`src/rtl/wbu_pkg.sv`:
```
// Shared core defines for the writeback unit: default widths, the x0 index
// and the commit source encoding used by the result arbiter.
package wbu_pkg;

    localparam int XLEN_DEF = 32;
    localparam int RA_W_DEF = 5;
    localparam int ZERO_REG = 0;

    typedef enum logic [1:0] {
        SRC_NONE = 2'd0,
        SRC_EXU  = 2'd1,
        SRC_LSU  = 2'd2
    } commit_src_e;

endpackage

```
`src/rtl/wbu_if.sv`:
```
// Issue, hazard-query, result and register-file write signals of the
// writeback unit. The master side is the core around it; the slave side is wbu.
interface wbu_if
    import wbu_pkg::*;
#(
    parameter int XLEN = XLEN_DEF,
    parameter int RA_W = RA_W_DEF
);
    localparam int NREG = 2 ** RA_W;

    logic            iss_valid_i;
    logic [RA_W-1:0] iss_rd_i;
    logic            iss_ready_o;

    logic [RA_W-1:0] rs1_i;
    logic [RA_W-1:0] rs2_i;
    logic            rs1_busy_o;
    logic            rs2_busy_o;

    logic            exu_valid_i;
    logic            exu_ready_o;
    logic [RA_W-1:0] exu_rd_i;
    logic [XLEN-1:0] exu_data_i;

    logic            lsu_valid_i;
    logic            lsu_ready_o;
    logic [RA_W-1:0] lsu_rd_i;
    logic [XLEN-1:0] lsu_data_i;

    logic            wen_o;
    logic [RA_W-1:0] rd_o;
    logic [XLEN-1:0] wdata_o;
    logic [NREG-1:0] busy_o;

    modport master (
        output iss_valid_i, iss_rd_i, rs1_i, rs2_i,
        output exu_valid_i, exu_rd_i, exu_data_i,
        output lsu_valid_i, lsu_rd_i, lsu_data_i,
        input  iss_ready_o, rs1_busy_o, rs2_busy_o,
        input  exu_ready_o, lsu_ready_o,
        input  wen_o, rd_o, wdata_o, busy_o
    );

    modport slave (
        input  iss_valid_i, iss_rd_i, rs1_i, rs2_i,
        input  exu_valid_i, exu_rd_i, exu_data_i,
        input  lsu_valid_i, lsu_rd_i, lsu_data_i,
        output iss_ready_o, rs1_busy_o, rs2_busy_o,
        output exu_ready_o, lsu_ready_o,
        output wen_o, rd_o, wdata_o, busy_o
    );

endinterface

```
`src/rtl/wbu_scoreboard.sv`:
```
// Register scoreboard: one pending-write bit per architectural register,
// with x0 never pending. Read ports see only the registered state.
module wbu_scoreboard
    import wbu_pkg::*;
#(
    parameter int RA_W = RA_W_DEF,
    parameter int NREG = 2 ** RA_W
) (
    input  logic            clk_i,
    input  logic            rst_i,
    input  logic            set_en,
    input  logic [RA_W-1:0] set_rd,
    input  logic            clr_en,
    input  logic [RA_W-1:0] clr_rd,
    input  logic [RA_W-1:0] rs1,
    input  logic [RA_W-1:0] rs2,
    input  logic [RA_W-1:0] qry_rd,
    output logic [NREG-1:0] busy,
    output logic            rs1_busy,
    output logic            rs2_busy,
    output logic            qry_busy
);

    logic [NREG-1:0] busy_q;
    logic [NREG-1:0] busy_d;

    // Set is applied after clear so a newly issued writer owns rd
    always_comb begin
        busy_d = busy_q;
        if (clr_en) begin
            busy_d[clr_rd] = 1'b0;
        end
        if (set_en) begin
            busy_d[set_rd] = 1'b1;
        end
        busy_d[ZERO_REG] = 1'b0;
    end

    always_ff @(posedge clk_i) begin
        if (rst_i) begin
            busy_q <= '0;
        end else begin
            busy_q <= busy_d;
        end
    end

    assign busy     = busy_q;
    assign rs1_busy = busy_q[rs1];
    assign rs2_busy = busy_q[rs2];
    assign qry_busy = busy_q[qry_rd];

endmodule

```
`src/rtl/wbu.sv`:
```
// Writeback unit: tracks outstanding register writes, arbitrates EXU and LSU
// results (LSU first) and drives a registered one-cycle register-file write.
module wbu
    import wbu_pkg::*;
#(
    parameter int XLEN = XLEN_DEF,
    parameter int RA_W = RA_W_DEF
) (
    input  logic clk_i,
    input  logic rst_i,
    wbu_if.slave bus
);

    localparam int              NREG    = 2 ** RA_W;
    localparam logic [RA_W-1:0] ZERO_RD = RA_W'(ZERO_REG);

    logic            iss_busy;
    logic            iss_fire;
    logic            exu_fire;
    logic            lsu_fire;
    commit_src_e     sel;
    logic [RA_W-1:0] cmt_rd;
    logic [XLEN-1:0] cmt_data;
    logic            cmt_valid;
    logic [NREG-1:0] busy;
    logic            rs1_busy;
    logic            rs2_busy;

    logic            wen_q;
    logic [RA_W-1:0] rd_q;
    logic [XLEN-1:0] wdata_q;

    // Nothing is accepted while reset is held
    assign bus.lsu_ready_o = !rst_i;
    assign bus.exu_ready_o = !rst_i && !bus.lsu_valid_i;
    assign bus.iss_ready_o = !rst_i && (!iss_busy || (bus.iss_rd_i == ZERO_RD));

    assign iss_fire = bus.iss_valid_i && bus.iss_ready_o;
    assign exu_fire = bus.exu_valid_i && bus.exu_ready_o;
    assign lsu_fire = bus.lsu_valid_i && bus.lsu_ready_o;

    always_comb begin
        sel = SRC_NONE;
        if (lsu_fire) begin
            sel = SRC_LSU;
        end else if (exu_fire) begin
            sel = SRC_EXU;
        end
    end

    always_comb begin
        cmt_rd   = '0;
        cmt_data = '0;
        unique case (sel)
            SRC_LSU: begin
                cmt_rd   = bus.lsu_rd_i;
                cmt_data = bus.lsu_data_i;
            end
            SRC_EXU: begin
                cmt_rd   = bus.exu_rd_i;
                cmt_data = bus.exu_data_i;
            end
            default: begin
                cmt_rd   = '0;
                cmt_data = '0;
            end
        endcase
    end

    assign cmt_valid = (sel != SRC_NONE) && (cmt_rd != ZERO_RD);

    wbu_scoreboard #(
        .RA_W (RA_W),
        .NREG (NREG)
    ) u_scoreboard (
        .clk_i    (clk_i),
        .rst_i    (rst_i),
        .set_en   (iss_fire && (bus.iss_rd_i != ZERO_RD)),
        .set_rd   (bus.iss_rd_i),
        .clr_en   (cmt_valid),
        .clr_rd   (cmt_rd),
        .rs1      (bus.rs1_i),
        .rs2      (bus.rs2_i),
        .qry_rd   (bus.iss_rd_i),
        .busy     (busy),
        .rs1_busy (rs1_busy),
        .rs2_busy (rs2_busy),
        .qry_busy (iss_busy)
    );

    // Write-port register; x0 results are accepted but never pulse wen
    always_ff @(posedge clk_i) begin
        if (rst_i) begin
            wen_q   <= 1'b0;
            rd_q    <= '0;
            wdata_q <= '0;
        end else begin
            wen_q <= cmt_valid;
            if (sel != SRC_NONE) begin
                rd_q    <= cmt_rd;
                wdata_q <= cmt_data;
            end
        end
    end

    assign bus.wen_o      = wen_q;
    assign bus.rd_o       = rd_q;
    assign bus.wdata_o    = wdata_q;
    assign bus.busy_o     = busy;
    assign bus.rs1_busy_o = rs1_busy;
    assign bus.rs2_busy_o = rs2_busy;

endmodule

```
`src/flat_wrapper.sv`:
```
// flat-port wrapper written by rule: the top's interface ports become plain ports
module wbu_flat import wbu_pkg::*;
#(
    parameter int XLEN = XLEN_DEF,
    parameter int RA_W = RA_W_DEF
)
  (clk_i, rst_i, bus_iss_valid_i, bus_iss_rd_i, bus_rs1_i, bus_rs2_i, bus_exu_valid_i, bus_exu_rd_i, bus_exu_data_i, bus_lsu_valid_i, bus_lsu_rd_i, bus_lsu_data_i, bus_iss_ready_o, bus_rs1_busy_o, bus_rs2_busy_o, bus_exu_ready_o, bus_lsu_ready_o, bus_wen_o, bus_rd_o, bus_wdata_o, bus_busy_o);
  wbu_if #(.XLEN(XLEN), .RA_W(RA_W)) bus_i ();
  input  logic clk_i;
  input  logic rst_i;
  input wire logic [$bits(bus_i.iss_valid_i)-1:0] bus_iss_valid_i;
  input wire logic [$bits(bus_i.iss_rd_i)-1:0] bus_iss_rd_i;
  input wire logic [$bits(bus_i.rs1_i)-1:0] bus_rs1_i;
  input wire logic [$bits(bus_i.rs2_i)-1:0] bus_rs2_i;
  input wire logic [$bits(bus_i.exu_valid_i)-1:0] bus_exu_valid_i;
  input wire logic [$bits(bus_i.exu_rd_i)-1:0] bus_exu_rd_i;
  input wire logic [$bits(bus_i.exu_data_i)-1:0] bus_exu_data_i;
  input wire logic [$bits(bus_i.lsu_valid_i)-1:0] bus_lsu_valid_i;
  input wire logic [$bits(bus_i.lsu_rd_i)-1:0] bus_lsu_rd_i;
  input wire logic [$bits(bus_i.lsu_data_i)-1:0] bus_lsu_data_i;
  output wire logic [$bits(bus_i.iss_ready_o)-1:0] bus_iss_ready_o;
  output wire logic [$bits(bus_i.rs1_busy_o)-1:0] bus_rs1_busy_o;
  output wire logic [$bits(bus_i.rs2_busy_o)-1:0] bus_rs2_busy_o;
  output wire logic [$bits(bus_i.exu_ready_o)-1:0] bus_exu_ready_o;
  output wire logic [$bits(bus_i.lsu_ready_o)-1:0] bus_lsu_ready_o;
  output wire logic [$bits(bus_i.wen_o)-1:0] bus_wen_o;
  output wire logic [$bits(bus_i.rd_o)-1:0] bus_rd_o;
  output wire logic [$bits(bus_i.wdata_o)-1:0] bus_wdata_o;
  output wire logic [$bits(bus_i.busy_o)-1:0] bus_busy_o;
  assign bus_i.iss_valid_i = bus_iss_valid_i;
  assign bus_i.iss_rd_i = bus_iss_rd_i;
  assign bus_i.rs1_i = bus_rs1_i;
  assign bus_i.rs2_i = bus_rs2_i;
  assign bus_i.exu_valid_i = bus_exu_valid_i;
  assign bus_i.exu_rd_i = bus_exu_rd_i;
  assign bus_i.exu_data_i = bus_exu_data_i;
  assign bus_i.lsu_valid_i = bus_lsu_valid_i;
  assign bus_i.lsu_rd_i = bus_lsu_rd_i;
  assign bus_i.lsu_data_i = bus_lsu_data_i;
  assign bus_iss_ready_o = bus_i.iss_ready_o;
  assign bus_rs1_busy_o = bus_i.rs1_busy_o;
  assign bus_rs2_busy_o = bus_i.rs2_busy_o;
  assign bus_exu_ready_o = bus_i.exu_ready_o;
  assign bus_lsu_ready_o = bus_i.lsu_ready_o;
  assign bus_wen_o = bus_i.wen_o;
  assign bus_rd_o = bus_i.rd_o;
  assign bus_wdata_o = bus_i.wdata_o;
  assign bus_busy_o = bus_i.busy_o;
  wbu #(.XLEN(XLEN), .RA_W(RA_W)) u_core (.clk_i(clk_i), .rst_i(rst_i), .bus(bus_i));
endmodule
```
`config.mk`:
```
export PLATFORM = sky130hd
export DESIGN_NAME = wbu_flat
export DESIGN_NICKNAME = d
export VERILOG_FILES = /design/src/rtl/wbu_pkg.sv /design/src/rtl/wbu_if.sv /design/src/rtl/wbu_scoreboard.sv /design/src/rtl/wbu.sv /design/src/flat_wrapper.sv
export SDC_FILE = /design/constraint.sdc
export NUM_CORES = 1
export LEC_CHECK = 0
export ABC_AREA = 1
export BUFFER_PORTS_ARGS = -buffer_cell sky130_fd_sc_hd__buf_2
export CAP_MARGIN = 40
export CELL_PAD_IN_SITES_DETAIL_PLACEMENT = 0
export CELL_PAD_IN_SITES_GLOBAL_PLACEMENT = 1
export CORE_MARGIN = 2
export CORE_UTILIZATION = 33
export CTS_BUF_LIST = sky130_fd_sc_hd__clkbuf_8
export DETAILED_ROUTE_END_ITERATION = 7
export PLACE_DENSITY_LB_ADDON = 0.12
export SLEW_MARGIN = 25
export SYNTH_ARGS = -nofsm -noshare
export SYNTH_HDL_FRONTEND = slang
export SYNTH_SLANG_ARGS = --single-unit
```
`constraint.sdc`:
```
create_clock -name clk_i -period 1.9 [get_ports clk_i]
set_clock_uncertainty 0.15 [all_clocks]
set_input_delay 0.19 -clock clk_i [delete_from_list [all_inputs] [get_ports clk_i]]
set_output_delay 0.19 -clock clk_i [all_outputs]
set_load 0.05 [all_outputs]
```
==> run_results.csv, run 1 <==
group,metric,value,unit
worst_setup_path,critical_path_arrival,1590,ps
place,place_ws,53.4,ps
synthesis,syn_avg_cell_area,6.44,sq um
min_path,hold_depth,5,
global_route,antenna_found_initial,0,
synthesis,syn-num-nets,718,
worst_setup_path,critPathLaunchType,"register",
worst_setup_path,cp_slowest_stage_delay,380,ps
layout,fillCellCount,1209,
global_route,grt_first_pass_wirelength,25300,um
place,dp_hpwl,11200,um
global_route,grt_pass1_vias,5049,
clocking,clock-sinks,69,
die,die_h,114,um
global_route,grt_start_max_net_pins,36,
worst_setup_path,cp_num_buf_inv,1,
layout,multiInputGateArea,2330,sq um
sta,rsz0062_at_grt,"yes",
detailed_routing,drt_iter0_drc,290,
layout,utilization,51.7,%
worst_setup_path,path_cells,"o21ai_2 -> nor2_2 -> a21oi_2 -> a21oi_1 -> o21ai_1 -> nand3_1 -> o21a_1 -> buf_6",
detailed_routing,finalWirelength,16300,um
place,port_buffers,167,
layout,final_nets,966,
global_route,track_usage,24.7,%
min_path,hold_path.class,"primary input to register",
synthesis,ys_seq_area_share,34.4,%
worst_setup_path,critPathSlowestCell,"dfxtp_4",
layout,final_cell_mix,"nand2_1 (192), buf_2 (164), dlygate4sd3_1 (65), nor2_1 (61), o21ai_0 (57)",
worst_setup_path,r2r-start,"u_core.u_scoreboard.busy[9]",
die,boundaryPins,169,
synthesis,ys_types,27,
sta,slew_viol_final,0,
clocking,numCtsBuffers,9,
sta,finalSetupViolations,2,
worst_setup_path,crit_family,"compound AO/OA/AOI/OAI gates",
detailed_routing,ant_nets,0,
clocking,cts_max_level,3,
place,place_area,5140,sq um
min_path,min-delay-start,"bus_exu_rd_i[0]",
power,p_leak,2.87,nW
clocking,clk_pin_slew,70,ps
sta,fmax,0.518,GHz
synthesis,synth_seq_cells,69,
min_path,min_to,"u_core.bus.rd_o[0]",
power,peakVddDrop,0.000453,V
power,power_density,572,nW/um^2
synthesis,netlist_instances,624,
sta,finalHoldViolations,0,
sta,fin_ws,-31.5,ps
layout,finalInstanceArea,6180,sq um
run,max_cap_violations,0,
clocking,insertion_delay,350,ps
clocking,clockBufferDepth,2,
die,die_area,13100,sq um
clocking,tritoncts,"done",
sta,period_share,102,%
worst_setup_path,rrSetupSlack,10,ps
worst_setup_path,path_class,"register to output pin",
synthesis,syn_area,4020,sq um
sta,whs,154,ps
worst_setup_path,path_max_fanout,5,
detailed_routing,drc,0,
layout,ff_latch_area,1460,sq um
die,initial_core_util,33.6,%
synthesis,synth_warnings,0,
layout,layout_commonest_cell,"nand2_1",
die,core_area,12000,sq um
sta,fin_crit,1930,ps
detailed_routing,wl_per_cell,15.9,um
global_route,gr-total-overflow,0,
detailed_routing,via_per_inst,5.13,
detailed_routing,first_pass_iters,5,
die,rows,40,
layout,area_growth,53.9,%
worst_setup_path,cp.required,1560,ps
status,status,"finished with violations",
worst_setup_path,regToRegEndpoint,"u_core.u_scoreboard.busy[1]",
sta,fin_tns_setup,-44.1,ps
status,violations,"negative setup slack",
die,die_w,114,um
place,gp_congestion,0.865,
clocking,root_buffer,"clkbuf_8",
worst_setup_path,end_kind,"output pin",
worst_setup_path,rr_worst_depth,13,
detailed_routing,vias,5257,
layout,drive_above_1_share,33.0,%
cells by family (layout without fill, tap and decap cells):
logic type	after synthesis	after routing	synth area share [%]
compound gates	158	158	22.1
buf+inv	76	328	8.75
flops	69	69	34.4
other cells	1	2	0.0933
simple gates	320	320	34.7
flip-flops by register name, summed over array words and instances (netlist names):
name and count:
u_core.u_scoreboard.busy 31, u_core.bus.rd_o 5, u_core.bus.wen_o 1, u_core.bus.wdata_o 32
synth_stat cells (all sizes together):
| library cell | number | area [sq um] |
|---|---|---|
| a21oi | 40 | 200 |
| clkinv | 1 | 3.75 |
| nand4 | 1 | 6.26 |
| nor3 | 8 | 40.0 |
| dfxtp | 69 | 1380 |
| o21ai | 65 | 325 |
| inv | 43 | 166 |
| o211ai | 3 | 22.5 |
| o22ai | 6 | 37.5 |
| nand2 | 200 | 753 |
| conb | 1 | 3.75 |
| o21a | 2 | 15.0 |
| nand3b | 1 | 7.51 |
| clkbuf | 18 | 67.6 |
| o221ai | 10 | 87.6 |
| buf | 14 | 114 |
| nor2 | 66 | 272 |
| a31oi | 32 | 200 |
| nand3 | 44 | 315 |
tightest hold or removal path, stage by stage:
cell and delay [ps]:
buf_2 100, inv_1 50, o22ai_1 80, inv_1 120
a21oi_1 70
what timing repair did:
action	4_1_cts	5_1_grt
hold buffers	65	0
endpoints found under the hold margin	32	0
setup buffers	5	4
pin swaps	10	12
cloned	0	1
resized for setup	55	18
endpoints found under the setup margin	3	34
stage by stage:
stage               total power [W]  instances
floorplan                   0.00211        624
global placement            0.00241        933
detailed placement          0.00241        933
CTS                         0.00353       1018
global route                0.00371       1023
finish                      0.00354       1024
worst max path at each step:
stage / start / to / cells after the start
2_1_floorplan: u_core.u_scoreboard.busy[25] / bus_rs1_busy_o / 7
3_5_place_dp: rst_i / u_core.u_scoreboard.busy[27] / 9
3_3_place_gp: rst_i / u_core.u_scoreboard.busy[3] / 9
6_report: u_core.u_scoreboard.busy[26] / bus_rs1_busy_o / 8
4_1_cts: u_core.u_scoreboard.busy[9] / bus_iss_ready_o / 10
5_1_grt: u_core.u_scoreboard.busy[17] / bus_iss_ready_o / 10
cell type report:
| cell class | count | share of cell area, % |
|---|---|---|
| multi-input combinational | 479 | 37.7 |
| timing repair buffer | 269 | 30.2 |
| sequential | 69 | 23.6 |
| tap | 147 | 2.97 |
| inverter | 44 | 2.81 |
| clock buffer | 10 | 2.23 |
| clock inverter | 5 | 0.364 |
| antenna | 1 | 0.0405 |
routing by layer:
layer  track usage, %  wire length [um]
met5                0                 0
met4             12.2               643
met3             6.35              1250
met2             39.0              7260
met1             31.2              7160
where the power goes:
part           leakage [nW]  switching [W]  internal (W)
Sequential            0.583      0.0000361       0.00148
Clock                0.0934       0.000548      0.000484
Combinational          2.19       0.000617      0.000373
Total                  2.87        0.00120       0.00234
Power figures use the tool's default switching activity.
==> run 2, diff against run 1 <==
--- a/config.mk
+++ b/config.mk
@@ -15,6 +15,7 @@
 export CTS_BUF_LIST = sky130_fd_sc_hd__clkbuf_8
 export DETAILED_ROUTE_END_ITERATION = 7
 export PLACE_DENSITY_LB_ADDON = 0.12
+export SETUP_SLACK_MARGIN = 0.4
 export SLEW_MARGIN = 25
 export SYNTH_ARGS = -nofsm -noshare
 export SYNTH_HDL_FRONTEND = slang
==> constraint.sdc (replaced) <==
create_clock -name clk_i -period 1.8 [get_ports clk_i]
set_clock_uncertainty 0.15 [all_clocks]
set_input_delay 0.18 -clock clk_i [delete_from_list [all_inputs] [get_ports clk_i]]
set_output_delay 0.18 -clock clk_i [all_outputs]
set_load 0.05 [all_outputs]
==> run_results.csv, run 2 (same netlist as run 1, synthesis figures left out) <==
group,metric,value,unit
status,status,"finished with violations",
status,violations,"negative setup slack",
sta,whs,108,ps
global_route,antenna_found_initial,0,
power,power_density,604,nW/um^2
clocking,clk_pin_slew,70,ps
die,core_area,12000,sq um
detailed_routing,wl_per_cell,16.5,um
worst_setup_path,end_kind,"output pin",
die,boundaryPins,169,
sta,slew_viol_final,0,
worst_setup_path,cp_slowest_stage_delay,380,ps
global_route,grt_pass1_vias,5061,
worst_setup_path,crit_cells,10,
worst_setup_path,rrSetupSlack,-90,ps
worst_setup_path,critPathLaunchType,"register",
die,die_w,114,um
global_route,grt_start_max_net_pins,47,
run,max_cap_violations,0,
place,dp_hpwl,11600,um
layout,final_nets,978,
sta,finalSetupViolations,34,
sta,period_share,106,%
power,swShare,32.6,%
clocking,insertion_delay,350,ps
worst_setup_path,cp.required,1470,ps
layout,drive_above_1_share,38.2,%
layout,finalInstanceArea,6690,sq um
sta,slew_headroom,55.8,%
clocking,tritoncts,"done",
die,initial_core_util,33.6,%
clocking,clock-sinks,69,
worst_setup_path,path_class,"register to output pin",
sta,rsz0062_at_grt,"yes",
die,die_area,13100,sq um
layout,fillCellCount,1153,
place,place_area,5390,sq um
layout,diodes,0,
global_route,grt_first_pass_wirelength,26100,um
clocking,root_buffer,"clkbuf_8",
sta,fin_crit,1920,ps
detailed_routing,drc,0,
power,p_clk_share,33.0,%
detailed_routing,first_pass_iters,4,
min_path,min-delay-start,"bus_exu_rd_i[1]",
clocking,clockBufferDepth,2,
sta,fin_tns_setup,-2220,ps
place,place_ws,-123,ps
detailed_routing,via_per_inst,5.12,
die,die_h,114,um
layout,layout_commonest_cell,"nand2_1",
power,p_sw,0.00132,W
clocking,numCtsBuffers,9,
sta,fin_ws,-115,ps
detailed_routing,finalWirelength,17000,um
worst_setup_path,endpoint,"bus_iss_ready_o",
layout,area_growth,66.5,%
worst_setup_path,regToRegEndpoint,"u_core.u_scoreboard.busy[1]",
detailed_routing,drt_iter0_drc,398,
power,p_leak,2.94,nW
layout,final_cell_mix,"nand2_1 (193), buf_2 (154), dlygate4sd3_1 (65), nor2_1 (60), dfxtp_1 (38)",
worst_setup_path,cp_common_cell,"nand2_1",
global_route,gr-total-overflow,0,
detailed_routing,ant_nets,0,
worst_setup_path,crit_family,"simple AND/OR/NAND/NOR gates",
power,power_frac_comb,27.9,%
worst_setup_path,critical_path_arrival,1590,ps
place,port_buffers,167,
worst_setup_path,cp_num_buf_inv,1,
sta,fmax,0.522,GHz
worst_setup_path,crit_start,"u_core.u_scoreboard.busy[15]",
global_route,track_usage,25.8,%
worst_setup_path,path_cells,"nand2_1 -> nand2_1 -> nand2_1 -> nand2_1 -> nand2_1 -> nand2_1 -> nor2_2 -> nand2_2 -> nor2_8 -> buf_8",
die,rows,40,
worst_setup_path,critPathSlowestCell,"dfxtp_4",
min_path,hold_path.class,"primary input to register",
worst_setup_path,r2r-start,"u_core.u_scoreboard.busy[15]",
sta,finalHoldViolations,0,
sta,tightest_slew,663,ps
detailed_routing,vias,5305,
power,internal_power,0.00273,W
power,peakVddDrop,0.000386,V
worst_setup_path,path_max_fanout,5,
clocking,cts_max_level,3,
worst_setup_path,rr_worst_depth,14,
place,gp_congestion,0.881,
layout,largest_reg_flops,32,
power,seq_power_share,39.1,%
[run 2: worst min path at each step]
stage | end | cells after the start
2_1_floorplan | u_core.bus.wdata_o[29] | 2
6_report | u_core.bus.rd_o[1] | 5
5_1_grt | u_core.bus.rd_o[1] | 5
3_5_place_dp | u_core.bus.rd_o[1] | 2
4_1_cts | u_core.bus.rd_o[0] | 5
3_3_place_gp | u_core.bus.rd_o[1] | 2
[run 2: tightest hold or removal path, stage by stage]
cell and delay, ps:
buf_2 90, inv_1 50, o22ai_2 80, inv_2 90, a21oi_1 60
[run 2: power groups by stage]
stage / registers, W / clock network (W) / logic [W]
global placement: 0.00161 / 0 / 0.000911
CTS: 0.00158 / 0.00138 / 0.00108
detailed placement: 0.00161 / 0 / 0.000918
floorplan: 0.00181 / 0 / 0.000418
global route: 0.00159 / 0.00144 / 0.00121
finish: 0.00158 / 0.00134 / 0.00113
[run 2: per-layer routing]
metal / up-vias / part of all wire [%] / GRT usage, %
li1: 2613 / - / -
met1: 2417 / 42 / 32.5
met2: 240 / 47 / 43.3
met3: 35 / 8.0 / 4.92
met4: 0 / 2.6 / 10.2
met5: - / 0 / 0
[run 2: timing repair]
item / 4_1_cts / 5_1_grt
setup endpoints to repair: 42 / 37
cloned: 2 / 0
resized for setup: 55 / 31
buffers inserted: 6 / 4
hold endpoints to repair: 32 / 0
hold buffers: 65 / 0
pin swaps: 23 / 18
[run 2: area by class of cell]
cell class | instances | area [sq um] | share of cell area, %
clock inverters | 4 | 45.0 | 0.673
flip-flops and latches | 69 | 1490 | 22.3
repair buffers | 281 | 2080 | 31.1
inverters | 44 | 179 | 2.67
well taps | 147 | 184 | 2.75
clock buffers | 12 | 165 | 2.47
multi-input cells | 479 | 2550 | 38.0
[run 2: stage by stage]
step / utilization [%] / std cells / power, W
after global placement: 45.0 / 943 / 0.00252
final: 56.0 / 1036 / 0.00404
after floorplan: - / 624 / 0.00223
after CTS: 54.5 / 1032 / 0.00404
after detailed placement: 45.0 / 943 / 0.00253
after global routing: 56.0 / 1036 / 0.00424
==> run 3, diff against run 2 <==
--- a/config.mk
+++ b/config.mk
@@ -5,13 +5,12 @@
 export SDC_FILE = /design/constraint.sdc
 export NUM_CORES = 1
 export LEC_CHECK = 0
-export ABC_AREA = 1
 export BUFFER_PORTS_ARGS = -buffer_cell sky130_fd_sc_hd__buf_2
 export CAP_MARGIN = 40
 export CELL_PAD_IN_SITES_DETAIL_PLACEMENT = 0
 export CELL_PAD_IN_SITES_GLOBAL_PLACEMENT = 1
 export CORE_MARGIN = 2
-export CORE_UTILIZATION = 33
+export CORE_UTILIZATION = 37
 export CTS_BUF_LIST = sky130_fd_sc_hd__clkbuf_8
 export DETAILED_ROUTE_END_ITERATION = 7
 export PLACE_DENSITY_LB_ADDON = 0.12
==> run_results.csv, run 3 <==
group,metric,value,unit
status,status,"finished with violations",
status,violations,"negative setup slack",
power,peakVddDrop,0.000654,V
global_route,grt_first_pass_wirelength,24700,um
synthesis,ys.flop_type,"dfxtp_1",
min_path,min_to,"u_core.bus.wdata_o[20]",
detailed_routing,wl_per_cell,17.4,um
clocking,clk_pin_slew,80,ps
sta,finalSetupViolations,11,
detailed_routing,finalWirelength,15400,um
layout,diodes,0,
clocking,numCtsBuffers,9,
synthesis,synth_area_leaders,"dfxtp_1 (32%), mux2i_1 (12%), nor2_1 (6.5%)",
synthesis,synth.most_common_cell,"nor2_1",
worst_setup_path,cp.required,1470,ps
detailed_routing,ant_nets,0,
synthesis,synth_fa_ha_area_share,0,%
worst_setup_path,critPathLaunchType,"register",
global_route,gr-total-overflow,0,
layout,final_cell_mix,"buf_2 (143), nor2_1 (73), buf_4 (67), mux2i_1 (47)",
sta,rsz0062_at_grt,"yes",
die,die_area,12500,sq um
layout,layout_commonest_cell,"buf_2",
place,port_buffers,167,
place,dp.cells,826,
layout,final_nets,834,
die,die_w,112,um
sta,whs,25.7,ps
layout,utilization,59.5,%
power,design_power_total,0.00409,W
detailed_routing,vias,4873,
global_route,grt_pass1_vias,4901,
worst_setup_path,critical_path_arrival,1840,ps
synthesis,synth_warnings,0,
sta,period_share,121,%
clocking,tritoncts,"done",
global_route,antenna_found_initial,0,
worst_setup_path,path_class,"register to output pin",
power,p_leak,3.00,nW
die,core_area,11400,sq um
run,max_cap_violations,0,
worst_setup_path,rr_worst_depth,11,
die,die_h,112,um
detailed_routing,first_pass_iters,4,
worst_setup_path,end_kind,"output pin",
layout,largest_reg_flops,32,
die,initial_core_util,37.8,%
clocking,clockBufferDepth,2,
synthesis,ys_types,60,
place,dp_hpwl,11200,um
worst_setup_path,crit_start,"u_core.u_scoreboard.busy[7]",
detailed_routing,drc,0,
sta,finalHoldViolations,0,
worst_setup_path,regToRegEndpoint,"u_core.u_scoreboard.busy[11]",
layout,fin_cells,886,
min_path,hold_path.class,"primary input to register",
min_path,min-delay-start,"bus_exu_data_i[20]",
layout,drive_above_1_share,46.3,%
clocking,insertion_delay,350,ps
place,place_ws,-224,ps
clocking,clock-sinks,69,
synthesis,synth-simple-area-share,23.1,%
min_path,hold_depth,5,
synthesis,netlist.area_leader.share,32.1,%
synthesis,netlist_instances,493,
global_route,grt_start_max_net_pins,66,
synthesis,synth_top_family_by_area,"simple AND/OR/NAND/NOR gates",
clocking,cts_max_level,3,
synthesis,synth_edf_count,0,
die,rows,39,
synthesis,yosysTopAreaCell,"dfxtp_1",
layout,area_growth,57.2,%
synthesis,syn_area,4300,sq um
synthesis,ys_seq_area_share,32.1,%
clocking,root_buffer,"clkbuf_8",
synthesis,synth.area.mux_share,17.7,%
synthesis,syn-num-nets,587,
sta,fin_ws,-373,ps
place,gp_congestion,1.03,
detailed_routing,via_per_inst,5.50,
synthesis,synth_seq_cells,69,
worst_setup_path,r2r-start,"u_core.u_scoreboard.busy[10]",
power,power_density,604,nW/um^2
detailed_routing,drt_iter0_drc,257,
synthesis,yosys-top-cells-count,"nor2_1 (75), dfxtp_1 (69), mux2i_1 (50), a21oi_1 (38), nand2_1 (24)",
die,boundaryPins,169,
synthesis,synth_xor_area_share,0,%
worst_setup_path,rrSetupSlack,-80,ps
synthesis,synth_compound_area_share,21.4,%
sta,fmax,0.460,GHz
synthesis,syn_avg_cell_area,8.72,sq um
layout,fillCellCount,1011,
global_route,track_usage,24.8,%
sta,fin_crit,2170,ps
sta,slew_viol_final,0,
worst_setup_path,path_max_fanout,2,
synthesis,async_flop_share,0,%
## run 3: cell count changes in the layout (fill, tap and decap cells not counted), moves of 14 or more
cell / previous run / this run
buf_4: 37 / 67
nor2b_1: 0 / 16
inv_1: 37 / 14
dlygate4sd3_1: 65 / 32
nand3_2: 27 / 1
a21oi_1: 24 / 38
a31oi_1: 32 / 4
mux2i_1: 0 / 47
a21oi_2: 16 / 1
o21ai_1: 25 / 0
nand2_1: 193 / 23
o21ai_0: 36 / 2
## run 3: cells by family after synthesis
group / after synthesis
and+or+nand+nor: 191
AOI/OAI and AO/OA: 114
buffers and inverters: 54
DFF: 69
other: 1
muxes: 64
## run 3: routing by layer
metal	vias up	global-route usage (%)	part of all wire, %
li1	2350	-	-
met1	2285	30.1	41
met2	204	41.1	48
met3	34	6.91	6.9
met4	0	10.9	3.3
met5	-	0	0
## run 3: layout make-up
| class | count | area [sq um] | area share, % |
|---|---|---|---|
| Timing Repair Buffer | 274 | 1930 | 28.6 |
| Inverter | 16 | 60.1 | 0.888 |
| Clock buffer | 11 | 151 | 2.24 |
| Tap cell | 143 | 179 | 2.65 |
| Clock inverter | 3 | 45.0 | 0.666 |
| Sequential cell | 69 | 1490 | 22.0 |
| Multi-Input combinational cell | 370 | 2900 | 42.9 |
## run 3: repair_timing
item | in CTS | in global routing
gates resized for setup | 54 | 25
buffers inserted | 10 | 4
hold buffers | 32 | 0
endpoints found under the setup margin | 46 | 49
pin swaps | 15 | 4
endpoints found under the hold margin | 32 | 0
## run 3: power breakdown
group,internal (W),total (W),switching (W)
Clock,0.000703,0.00129,0.000584
Combinational,0.000477,0.00121,0.000733
Sequential,0.00155,0.00159,0.0000354
Total,0.00273,0.00409,0.00135
## run 3: worst max path at each step
stage	endpoint	slack (ps)	cells after the start
3_5_place_dp	bus_iss_ready_o	-220	6
6_report	bus_iss_ready_o	-370	4
4_1_cts	bus_iss_ready_o	-450	5
2_1_floorplan	bus_rs1_busy_o	-160	4
5_1_grt	bus_iss_ready_o	-470	5
3_3_place_gp	bus_iss_ready_o	-240	6
## run 3: worst max-delay path, stage by stage, from the launching register on
cell,delay [ps]
dfxtp_4,340
mux4_2,520
o2111ai_4,230
o2111a_2,260
buf_8,150
## run 3: through the flow
step | instance area (sq um) | setup TNS, ps
2_1_floorplan | 4560 | -486
3_3_place_gp | 5830 | -648
3_5_place_dp | 5830 | -860
4_1_cts | 6630 | -1320
5_1_grt | 6760 | -2290
6_report | 6760 | -1420
